==> config.mk <==
export PLATFORM = sky130hd
export DESIGN_NAME = mod_updown_counter
export DESIGN_NICKNAME = d
export VERILOG_FILES = /design/src/rtl/mod_updown_counter_pkg.sv /design/src/rtl/mod_updown_counter_prescaler.sv /design/src/rtl/mod_updown_counter.sv
export SDC_FILE = /design/constraint.sdc
export NUM_CORES = 1
export LEC_CHECK = 0
export CORE_AREA = 2 2 39 41
export CTS_CLUSTER_DIAMETER = 60
export CTS_CLUSTER_SIZE = 24
export DETAILED_ROUTE_END_ITERATION = 7
export DIE_AREA = 0 0 41 43
export DONT_BUFFER_PORTS = 1
export PLACE_DENSITY = 0.48
export SLEW_MARGIN = 20
export SYNTH_ARGS = -nofsm -noshare
export SYNTH_HDL_FRONTEND = slang
export SYNTH_SLANG_ARGS = --single-unit
==> constraint.sdc <==
create_clock -name clock -period 3.1 [get_ports clock]
set_clock_uncertainty 0.2 [all_clocks]
set_input_delay 0.31 -clock clock [delete_from_list [all_inputs] [get_ports clock]]
set_output_delay 0.31 -clock clock [all_outputs]
set_load 0.01 [all_outputs]
==> src/rtl/mod_updown_counter_pkg.sv <==
// Shared types for the up/down event counter: the per-edge action the
// counter takes, and the priority decode that picks it.
package mod_updown_counter_pkg;

  // What the counter does at the next rising edge.
  typedef enum logic [2:0] {
    ACT_HOLD         = 3'd0,  // no clear, no load, no tick
    ACT_CLEAR        = 3'd1,  // synchronous clear (count, flag, prescaler)
    ACT_LOAD         = 3'd2,  // parallel load, clamped to the modulus
    ACT_INC          = 3'd3,  // ordinary up step
    ACT_DEC          = 3'd4,  // ordinary down step
    ACT_WRAP_TO_ZERO = 3'd5,  // up step from MAX_COUNT in wrap mode
    ACT_WRAP_TO_MAX  = 3'd6,  // down step from 0 in wrap mode
    ACT_SATURATE     = 3'd7   // step at an end in saturate mode: hold
  } action_e;

  // Priority decode: clear > load > step > hold. at_end means the count
  // sits on the end that the current direction is heading towards.
  function automatic action_e select_action(
    input logic clear,
    input logic load,
    input logic tick,
    input logic up,
    input logic at_end,
    input logic saturate
  );
    action_e act;
    act = ACT_HOLD;
    if (clear) begin
      act = ACT_CLEAR;
    end else if (load) begin
      act = ACT_LOAD;
    end else if (tick) begin
      if (!at_end) begin
        act = up ? ACT_INC : ACT_DEC;
      end else if (saturate) begin
        act = ACT_SATURATE;
      end else begin
        act = up ? ACT_WRAP_TO_ZERO : ACT_WRAP_TO_MAX;
      end
    end
    return act;
  endfunction

  // Actions that hit an end of the range and therefore set the sticky flag.
  function automatic logic action_overflows(input action_e act);
    return (act == ACT_WRAP_TO_ZERO) || (act == ACT_WRAP_TO_MAX) ||
           (act == ACT_SATURATE);
  endfunction

endpackage

==> src/rtl/mod_updown_counter_prescaler.sv <==
// Enable prescaler: produces one tick every PRESCALE enabled cycles.
// restart zeroes the partial count and suppresses the tick that cycle.
module counter_prescaler #(
  parameter int PRESCALE = 1
) (
  input  logic clock,
  input  logic reset,
  input  logic enable,
  input  logic restart,
  output logic tick
);

  if (PRESCALE < 1) begin : g_bad_prescale
    $error("counter_prescaler: PRESCALE must be >= 1");
  end

  if (PRESCALE <= 1) begin : g_passthru
    // Every enabled cycle is a step; no state is needed.
    logic unused_clk_rst;
    assign unused_clk_rst = clock ^ reset;
    assign tick = enable & ~restart;
  end else begin : g_count
    localparam int CW = $clog2(PRESCALE);
    localparam logic [CW-1:0] LAST = CW'(PRESCALE - 1);
    localparam logic [CW-1:0] ONE  = CW'(1);

    logic [CW-1:0] cnt_q, cnt_d;

    // Tick on the enabled cycle that completes a full prescale period.
    assign tick = enable & ~restart & (cnt_q == LAST);

    // Next prescale count: restart wins, then advance only while enabled.
    always_comb begin
      cnt_d = cnt_q;
      if (restart) begin
        cnt_d = '0;
      end else if (enable) begin
        cnt_d = (cnt_q == LAST) ? '0 : cnt_q + ONE;
      end
    end

    // Prescale count register; reset discards any partial period.
    always_ff @(posedge clock or negedge reset) begin
      if (!reset) begin
        cnt_q <= '0;
      end else begin
        cnt_q <= cnt_d;
      end
    end
  end

endmodule

==> src/rtl/mod_updown_counter.sv <==
// General-purpose up/down event counter with programmable modulus,
// wrap or saturate behaviour, enable prescaler, synchronous clear/load,
// combinational terminal count and a sticky overflow flag.
module mod_updown_counter
  import mod_updown_counter_pkg::*;
#(
  parameter int          WIDTH     = 4,
  parameter int unsigned MAX_COUNT = 2**WIDTH - 1,
  parameter bit          SATURATE  = 1'b0,
  parameter int          PRESCALE  = 1
) (
  input  logic             clock,
  input  logic             reset,
  input  logic             enable,
  input  logic             up_down,
  input  logic             clear,
  input  logic             load,
  input  logic [WIDTH-1:0] load_value,
  output logic [WIDTH-1:0] counter_out,
  output logic             terminal_count,
  output logic             overflow
);

  // Parameter legality is checked while the design elaborates.
  if (WIDTH < 1 || WIDTH > 31) begin : g_bad_width
    $error("mod_updown_counter: WIDTH must be in 1..31");
  end
  if (MAX_COUNT < 1 || MAX_COUNT > (2**WIDTH - 1)) begin : g_bad_max
    $error("mod_updown_counter: MAX_COUNT must be in 1..2**WIDTH-1");
  end
  if (PRESCALE < 1) begin : g_bad_prescale
    $error("mod_updown_counter: PRESCALE must be >= 1");
  end

  localparam logic [WIDTH-1:0] MAX_V = WIDTH'(MAX_COUNT);
  localparam logic [WIDTH-1:0] ONE   = WIDTH'(1);

  logic [WIDTH-1:0] count_q, count_d;
  logic             ovf_q, ovf_d;
  logic             tick;
  logic             restart;
  logic             at_end;
  logic [WIDTH-1:0] load_clamped;
  action_e          action;

  // Clear and load both restart the prescale period.
  assign restart = clear | load;

  counter_prescaler #(
    .PRESCALE (PRESCALE)
  ) u_prescaler (
    .clock   (clock),
    .reset   (reset),
    .enable  (enable),
    .restart (restart),
    .tick    (tick)
  );

  // Loads above the modulus are clamped so the count never leaves 0..MAX.
  assign load_clamped = (load_value > MAX_V) ? MAX_V : load_value;

  // The count sits on the end it is heading towards in this direction.
  always_comb begin
    at_end = up_down ? (count_q == MAX_V) : (count_q == '0);
  end

  // Decide this cycle's action with clear > load > step > hold priority.
  always_comb begin
    action = select_action(clear, load, tick, up_down, at_end, SATURATE);
  end

  // Next count and sticky flag from the selected action.
  always_comb begin
    count_d = count_q;
    ovf_d   = ovf_q | action_overflows(action);
    case (action)
      ACT_CLEAR: begin
        count_d = '0;
        ovf_d   = 1'b0;
      end
      ACT_LOAD:         count_d = load_clamped;
      ACT_INC:          count_d = count_q + ONE;
      ACT_DEC:          count_d = count_q - ONE;
      ACT_WRAP_TO_ZERO: count_d = '0;
      ACT_WRAP_TO_MAX:  count_d = MAX_V;
      ACT_SATURATE:     count_d = count_q;
      default:          count_d = count_q;
    endcase
  end

  // Terminal count: a step is due this cycle and it would cross the end.
  // clear/load already gate tick, the explicit terms keep intent visible.
  always_comb begin
    terminal_count = tick & at_end & ~clear & ~load;
  end

  // Count and sticky-flag registers with asynchronous active-low reset.
  always_ff @(posedge clock or negedge reset) begin
    if (!reset) begin
      count_q <= '0;
      ovf_q   <= 1'b0;
    end else begin
      count_q <= count_d;
      ovf_q   <= ovf_d;
    end
  end

  assign counter_out = count_q;
  assign overflow    = ovf_q;

endmodule

==> impl_metrics.csv, run 1 <==
group,metric,value,unit
yosys,synthCells,50,
floorplanning,core_area,1384,um2
clock_network,clock-sinks,5,
setup_path,crit_type,"reg -> reg",
detailed_routing,drc_errors,0,
setup_path,rr_worst_depth,7,
global_routing,track_usage,15.64,%
detailed_routing,drt_iter0_drc,1,
sta,setup_viol,0,
sta,worst_pin_slew,0.6016,ns
detailed_routing,avgViaCountPerCell,5.711,
sta,fmax,0.3986,GHz
finish,fin_util,38.70,%
setup_path,r2r-start,"counter_out[1]",
yosys,synth_flop_cell,"dfrtp_1",
clock_network,clk-insertion-delay-late,0.24,ns
yosys,yosysSeqAreaShare,28.90,%
clock_network,cts_buffers,3,
yosys,synth_top_area_share,28.90,%
run,drv_cap,0,
setup_path,worstPathArrival,2.46,ns
finish,nets,74,
yosys,syn_nets,63,
sta,finalHoldViolCount,0,
setup_path,r2r-end,"counter_out[3]",
clock_network,h-tree-depth,1,
min_path,hold_path_end,"counter_out[0]",
setup_path,required,3.06,ns
yosys,synth_commonest_cells,"6 x a21oi_1, 5 x dfrtp_1, 5 x inv_1, 4 x nor2_1",
setup_path,path_max_fanout,4,
run_status,status,"complete, no violations",
sta,slew_headroom,59.52,%
setup_path,cp-start-kind,"flip-flop",
min_path,hold_path.class,"in -> reg",
finish,regArea,125.1,um2
yosys,synth-edff-count,0,
floorplanning,ios,16,
yosys,ys_top_cells_by_area,"dfrtp_1 29%, a21oi_1 6.9%, ha_1 5.8%",
yosys,synth.most_common_cell,"a21oi_1",
finish,syn2layout_area_growth,23.70,%
yosys,synth_seq_cells,5,
setup_path,endpoint_kind,"flip-flop",
floorplanning,rows,14,
global_routing,grt_pass1_vias,429,
power_and_ir_drop,ir_worst_vdd,0.0001653,V
clock_network,cts_tree,"done",
floorplanning,die_h,43,um
finish,multi_input_area,285.3,um2
sta,min_period,2.509,ns
detailed_routing,drt-total-wl,1139,um
floorplanning,dieArea,1763,um2
finish,antenna-diode-count,0,
min_path,hold_depth,2,
global_routing,grt_pass1_wl,1911,um
finish,fin_area,535.5,um2
sta,slew_viol_final,0,
place,pre_cts_slack,0.4475,ns
finish,nFillCells,148,
global_routing,grt_remaining_overflow,0,
place,port_buffers,0,
sta,setup_slack,0.5912,ns
place,dp_hpwl,889.8,um
yosys,async_reset_ff_share,100.0,%
detailed_routing,route.vias.total,434,
power_and_ir_drop,power_density,376.2,nW/um2
power_and_ir_drop,leakagePower,0.2358,nW
sta,period_share,80.93,%
clock_network,root_buffer,"clkbuf_4",
sta,fin_tns_setup,0,ns
global_routing,antenna_found_initial,0,
yosys,synth_area,432.9,um2
yosys,synth_area_per_cell,8.658,um2
clock_network,cts_buffer_depth,2,
clock_network,cts.clk_slew.worst_paths,0.04,ns
floorplanning,start_util,31.28,%
power_and_ir_drop,p_total,0.2015,mW
floorplanning,die_x,41,um
finish,drive_above_1_share,15.00,%
detailed_routing,wl_per_cell,14.99,um
sta,rsz0062_at_grt,"no",
min_path,min_from,"load",
place,placed_area,479.2,um2
yosys,synth_cell_types,27,
detailed_routing,drtAntennaViolNets,0,
detailed_routing,firstDrtPassIters,3,
place,gp_congestion,0.7619,
global_routing,grt_max_degree,14,
setup_path,rrSetupSlack,0.59,ns
yosys,yosysTopAreaCell,"dfrtp_1",
yosys,yosysWarnings,0,
## repair_timing
| action | in CTS | in global routing |
|---|---|---|
| gates resized for setup | 0 | 0 |
| buffers inserted | 0 | 0 |
| hold buffers | 3 | 0 |
| hold endpoints to repair | 9 | 0 |
## registers in the layout, summed over array words and instances, names as in the netlist
signal / count
counter_out: 4
overflow: 1
## kinds of logic (layout without fill, tap and decap cells)
kind of cell / after synthesis / after routing / synth area share (%)
XOR/XNOR: 2 / 2 / 4.047
buffers and inverters: 6 / 16 / 5.202
AO/OA/AOI/OAI: 17 / 17 / 28.33
AND/OR/NAND/NOR: 17 / 17 / 23.12
flip-flops: 5 / 5 / 28.90
adder cells (fa/ha/maj): 3 / 3 / 10.40
## metal layers
layer / GRT usage [%] / up-vias / routed length [um]
met5: 0 / - / 0
met4: 8.000 / 0 / 6
met3: 3.665 / 2 / 62
met2: 20.94 / 13 / 512
met1: 22.55 / 203 / 557
li1: - / 216 / -
## worst max path at each step
stage                         startpoint        endpoint  slack [ns]  depth (start not counted)
final                     counter_out[1]  counter_out[3]        0.59                          7
after global routing      counter_out[1]  counter_out[3]        0.46                          7
after CTS                 counter_out[1]  counter_out[3]        0.60                          7
after detailed placement            load  counter_out[3]        0.45                          7
after global placement              load  counter_out[3]        0.49                          7
after floorplan                     load  counter_out[3]        0.65                          7
## power breakdown
group	switching [mW]	internal, mW	leakage, nW
sequential	0.00333	0.0703	0.0660
clock	0.0265	0.0487	0.0150
combinational	0.0278	0.0249	0.155
## final cells by class
cell class,instances,share of cell area (%)
multi-input combinational,39,53.27
sequential,5,23.36
timing repair buffer,7,11.21
clock buffer,4,4.907
tap,16,3.738
inverter,5,3.505
## through the flow
stage	cells	hold WS (ns)
floorplan	50	-0.1856
global placement	69	-0.1855
detailed placement	69	-0.1855
CTS	76	0.01574
global route	76	0.04070
finish	76	0.02495
## critical path, cell delays in order (launching register included)
cell,delay [ns]
dfrtp_1,0.38
nor4_1,0.48
nor4_1,0.18
ha_1,0.36
a21oi_1,0.30
nand4_1,0.14
a211o_1,0.30
o211ai_1,0.08
## cells in the final DEF, fill, tap and decap left out, drive strengths merged, types with 2 or more instances in the layout
cell type and count:
a21oi 6, inv 5, dfrtp 5, nor2 4
buf 4, clkbuf 4, dlygate4sd3 3, nor4 2
nand4 2, and2 2, nor3b 2, nor3 2
a211o 2, ha 2
No activity file was read; power rests on OpenSTA's default activity.
==> run 2, diff against run 1 <==
==> constraint.sdc (replaced) <==
create_clock -name clock -period 2.5 [get_ports clock]
set_clock_uncertainty 0.2 [all_clocks]
set_input_delay 0.25 -clock clock [delete_from_list [all_inputs] [get_ports clock]]
set_output_delay 0.25 -clock clock [all_outputs]
set_load 0.01 [all_outputs]
==> impl_metrics.csv, run 2 (synthesis gave the netlist of run 1 again) <==
group,metric,value,unit
clock_network,cts_buffer_depth,2,
clock_network,clk-insertion-delay-late,0.24,ns
floorplanning,core_area,1384,um2
power_and_ir_drop,p_total,0.2634,mW
setup_path,cp-start-kind,"flip-flop",
power_and_ir_drop,leakagePower,0.2696,nW
setup_path,cp-endpoint,"counter_out[3]",
setup_path,path_max_fanout,3,
setup_path,required,2.44,ns
detailed_routing,drtAntennaViolNets,0,
place,gp_congestion,0.7246,
floorplanning,rows,14,
detailed_routing,route.vias.total,454,
finish,syn2layout_area_growth,43.64,%
clock_network,h-tree-depth,1,
sta,finalHoldViolCount,1,
sta,rsz0062_at_grt,"no",
place,pre_cts_slack,0.02151,ns
min_path,hold_path.class,"in -> reg",
sta,fin_tns_setup,0,ns
detailed_routing,firstDrtPassIters,4,
sta,setup_slack,0.1622,ns
clock_network,cts_buffers,3,
clock_network,root_buffer,"clkbuf_4",
power_and_ir_drop,switching_power,0.07483,mW
setup_path,crit_start,"counter_out[0]",
setup_path,slowest_stage,"dfrtp_1",
finish,mostFrequentLayoutCells,"9 x buf_4, 5 x inv_1, 5 x a21oi_1, 5 x dfrtp_1, 5 x dlygate4sd3_1",
detailed_routing,avgViaCountPerCell,5.470,
sta,min_period,2.338,ns
setup_path,r2r-end,"counter_out[3]",
power_and_ir_drop,power_frac_clock,34.8,%
setup_path,slowest_delay,0.39,ns
detailed_routing,drt_iter0_drc,13,
global_routing,grt_pass1_wl,2056,um
global_routing,grt_remaining_overflow,0,
sta,period_share,93.51,%
global_routing,grt_pass1_vias,458,
clock_network,post_cts_buffers,0,
min_path,min_from,"enable",
global_routing,track_usage,17.22,%
clock_network,cts_tree,"done",
global_routing,antenna_found_initial,0,
power_and_ir_drop,p_int,0.1886,mW
power_and_ir_drop,power_density,423.7,nW/um2
sta,setup_viol,0,
setup_path,worstPathArrival,2.28,ns
power_and_ir_drop,combPwrFrac,30.2,%
sta,fmax,0.4278,GHz
floorplanning,die_h,43,um
finish,largest_reg_flops,4,
power_and_ir_drop,swShare,28.41,%
place,dp_hpwl,887.2,um
run_status,violations,"hold timing",
finish,final_common_cell,"buf_4",
setup_path,rrSetupSlack,0.16,ns
setup_path,rr_worst_depth,9,
clock_network,clock-sinks,5,
detailed_routing,wl_per_cell,14.78,um
finish,nets,81,
place,dpl.cell_count,74,
place,port_buffers,0,
setup_path,crit_chain,"nor4_2 -> nor4_1 -> buf_4 -> ha_4 -> a21oi_2 -> buf_4 -> a211o_1 -> a211o_1 -> o211ai_1",
setup_path,endpoint_kind,"flip-flop",
floorplanning,dieArea,1763,um2
floorplanning,die_x,41,um
sta,slew_viol_final,0,
power_and_ir_drop,p_seq_share,34.9,%
sta,slew_headroom,78.39,%
run_status,status,"complete, but fails checks",
power_and_ir_drop,ir_worst_vdd,0.0002855,V
floorplanning,ios,16,
detailed_routing,drc_errors,0,
finish,antenna-diode-count,0,
sta,worst_pin_slew,0.3233,ns
setup_path,crit_type,"reg -> reg",
clock_network,cts.clk_slew.worst_paths,0.05,ns
finish,stdcell_count,83,
detailed_routing,drt-total-wl,1227,um
setup_path,r2r-start,"counter_out[0]",
run,drv_cap,0,
global_routing,grt_max_degree,14,
floorplanning,start_util,31.28,%
sta,fin_hold_ws,-0.001980,ns
finish,drive_above_1_share,26.87,%
==> run 2: cell types whose count changed in the layout (fill, tap and decap cells not counted), sizes merged <==
cell         before  now
buf               4    9
dlygate4sd3       3    5
==> run 2: critical path, delay by kind of cell (launching register included) <==
| kind | cells | cell delay (ns) |
|---|---|---|
| AO/OA/AOI/OAI | 4 | 0.71 |
| buffers and inverters | 2 | 0.30 |
| flip-flops | 1 | 0.39 |
| adder cells (fa/ha/maj) | 1 | 0.27 |
| AND/OR/NAND/NOR | 2 | 0.38 |
==> run 2: power by group through the flow <==
stage | clock [mW] | sequential (mW) | combinational, mW
detailed placement | 0 | 0.0920 | 0.0658
finish | 0.0917 | 0.0921 | 0.0797
global route | 0.108 | 0.0925 | 0.0890
floorplan | 0 | 0.100 | 0.0354
global placement | 0 | 0.0923 | 0.0666
CTS | 0.0954 | 0.0909 | 0.0758
==> run 2: how the worst min path moves through the flow <==
stage,end,cells after the start
3_5_place_dp,counter_out[1],0
4_1_cts,counter_out[1],2
6_report,counter_out[1],2
5_1_grt,counter_out[1],2
2_1_floorplan,counter_out[0],0
3_3_place_gp,counter_out[1],0
==> run 2: repair_timing <==
action / 4_1_cts / 5_1_grt
setup endpoints to repair: 0 / 1
hold buffers: 5 / 0
resized for setup: 0 / 5
hold endpoints to repair: 10 / 0
==> run 2: area by class of cell <==
class / instances / area [um2]
tap: 16 / 20.02
inverter: 5 / 18.77
fill: 143 / 762.0
clock buffer: 4 / 26.28
timing repair buffer: 14 / 117.6
multi-input combinational: 39 / 314.1
sequential: 5 / 125.1
==> run 2: metal layers <==
metal  global-route usage, %  routed length [um]
met5                       0                   0
met4                   8.000                   0
met3                   8.377                  98
met2                   24.06                 626
met1                   21.52                 503
==> run 2: stage by stage <==
stage	hold WS (ns)	utilization (%)	instance area (um2)
final	-0.001980	44.94	621.8
after global routing	0.003565	44.94	621.8
after CTS	0.002465	42.86	593.1
after detailed placement	-0.2455	37.34	516.7
after global placement	-0.2455	37.34	516.7
after floorplan	-0.2456	-	432.9
==> run 3, diff against run 2 <==
--- a/config.mk
+++ b/config.mk
@@ -5,6 +5,7 @@
 export SDC_FILE = /design/constraint.sdc
 export NUM_CORES = 1
 export LEC_CHECK = 0
+export ABC_AREA = 0
 export CORE_AREA = 2 2 39 41
 export CTS_CLUSTER_DIAMETER = 60
 export CTS_CLUSTER_SIZE = 24
==> results of run 3 <==
No change in the layout: final DEF, timing and power equal those of run 2.
==> RTL change: new RTL, flow settings as in run 3 <==
Set the parameter `SATURATE` to 1'b1 (it was 1'b0).
--- a/src/rtl/mod_updown_counter.sv
+++ b/src/rtl/mod_updown_counter.sv
@@ -6,7 +6,7 @@
 #(
   parameter int          WIDTH     = 4,
   parameter int unsigned MAX_COUNT = 2**WIDTH - 1,
-  parameter bit          SATURATE  = 1'b0,
+  parameter bit          SATURATE  = 1'b1,
   parameter int          PRESCALE  = 1
 ) (
   input  logic             clock,
Function: changed (a bounded check fails within 4 cycles, from zero or initial values and one cycle with reset low).
==> RTL change against run 3 <==
Synthesized cell count down 6.0%; clock power down 1%; cell area down 1.2%; total power up 2.8%; wire length down 12%; worst setup slack worse by 59 ps; sequential cell count unchanged; area after synthesis up 2.9%; cell count down 3.6%; critical endpoint unchanged.
==> RTL change: results (changes against run 3) <==
| Metric | Value |
|---|---|
| Delay-heaviest family, CP | `simple AND/OR/NAND/NOR gates (was compound AO/OA/AOI/OAI gates)` |
| Largest net degree at the start of global routing | `9 (was 14)` |
| Vias/cell | `5.30 (was 5.47)` |
| Syn Nets | `60 (was 63)` |
| Worst Max-Slew Pin Slew | `353 ps (was 323 ps)` |
| Number of DRC markers in iteration 0 | `3 (was 13)` |
| Slowest stage delay, CP | `540 ps (was 390 ps)` |
| Leak Pwr | `0.271 nW (was 0.270 nW)` |
| CP max stage cell | `or4_4 (was dfrtp_1)` |
| Maximum vdd drop | `105 uV (was 285 uV)` |
| WP data arrival | `2310 ps (was 2280 ps)` |
| First-pass DRT Iterations | `2 (was 4)` |
| Netlist cell types | `29 (was 27)` |
| Status | `finished, final reports clean (was finished with violations)` |
| NumNets Final | `78 (was 81)` |
| Most area-consuming cells after synthesis | `dfrtp_1 (28%), bufbuf_16 (7.3%), ha_1 (5.6%), a21oi_1 (4.5%), fa_1 (4.5%) (was dfrtp_1 (29%), a21oi_1 (6.9%), ha_1 (5.8%), fa_1 (4.6%), inv_1 (4.3%))` |
| DR WL/cell | `13.5 microns (was 14.8 microns)` |
| Vias in the first global route | `428 (was 458)` |
| Post-synth top cells | `dfrtp_1 (5), a21oi_1 (4), inv_1 (4), nor3_1 (3) (was a21oi_1 (6), dfrtp_1 (5), inv_1 (5), nor2_1 (4))` |
| Tot GR Track Use | `0.146 (was 0.172)` |
| Global-route wire length before repair | `1.75 mm (was 2.06 mm)` |
| Share of the yosys chip area belonging to registers | `0.281 (was 0.289)` |
| RD Place Congestion | `0.715 (was 0.725)` |
| Fraction of layout cells with a size suffix above 1 | `0.344 (was 0.269)` |
| Clock transition at the registers of the reported paths | `40 ps` |
RTL change: worst paths after layout:
check | from | to | slack, ps | cells after the start
worst max-delay path | counter_out[1]$_DFFE_PN0P_ | counter_out[3]$_DFFE_PN0P_ | 100 | 8
worst min-delay path | load | counter_out[0]$_DFFE_PN0P_ | 20 | 2
worst max register to register | counter_out[1]$_DFFE_PN0P_ | counter_out[3]$_DFFE_PN0P_ | 100 | 8
worst min register to register | counter_out[1]$_DFFE_PN0P_ | counter_out[1]$_DFFE_PN0P_ | 540 | 3
max in group asynchronous | reset | counter_out[0]$_DFFE_PN0P_ | 1780 | 1
min in group asynchronous | reset | counter_out[3]$_DFFE_PN0P_ | 110 | 1
RTL change: cell type report:
cell class	instances	area, sq um
Inverter	4	15.0
Multi-Input combinational cell	36	293
Clock buffer	4	26.3
Sequential cell	5	128
Timing Repair Buffer	15	133
Fill cell	132	769
Tap cell	16	20.0
RTL change: logic make-up after synthesis:
logic type | synth area share
buffers and inverters | 0.115
XOR/XNOR | 0.0590
flip-flops | 0.281
adder cells (fa/ha/maj) | 0.101
AND/OR/NAND/NOR | 0.233
AO/OA/AOI/OAI | 0.211
RTL change: routing by layer:
layer  vias up  wire length, microns  track usage
met5         -                     0            0
met4         0                     8       0.0867
met3         2                    81       0.0366
met2        11                   567        0.247
met1       201                   419        0.151
li1        210                     -            -
RTL change: where the power goes:
group | switching [mW] | internal (mW) | total [mW]
clock network | 0.0302 | 0.0602 | 0.0904
logic | 0.0428 | 0.0467 | 0.0895
registers | 0.00338 | 0.0874 | 0.0908
total | 0.0764 | 0.194 | 0.271
RTL change: stage by stage:
| stage | instances | setup slack [ps] | hold WS [ps] | instance area [sq um] |
|---|---|---|---|---|
| floorplan | 47 | -8.54 | -246 | 448 |
| global placement | 68 | -53.6 | -245 | 484 |
| detailed placement | 68 | 8.35 | -245 | 484 |
| CTS | 79 | 0.475 | 4.98 | 589 |
| global route | 80 | 11.9 | 17.5 | 614 |
| finish | 80 | 103 | 16.6 | 614 |
RTL change: timing repair:
item                                    4_1_cts  5_1_grt
hold buffers                                  7        1
buffers inserted                              0        0
resized for setup                             2        3
pin swaps                                     1        1
endpoints found under the setup margin        1        2
endpoints found under the hold margin        10        1
RTL change: worst register-to-register path, delay by kind of cell, from the launching register on:
kind	cells	cell delay, ps
compound gates	2	320
xor+xnor	1	90
fa+ha+maj	1	270
flops	1	390
simple gates	4	1010
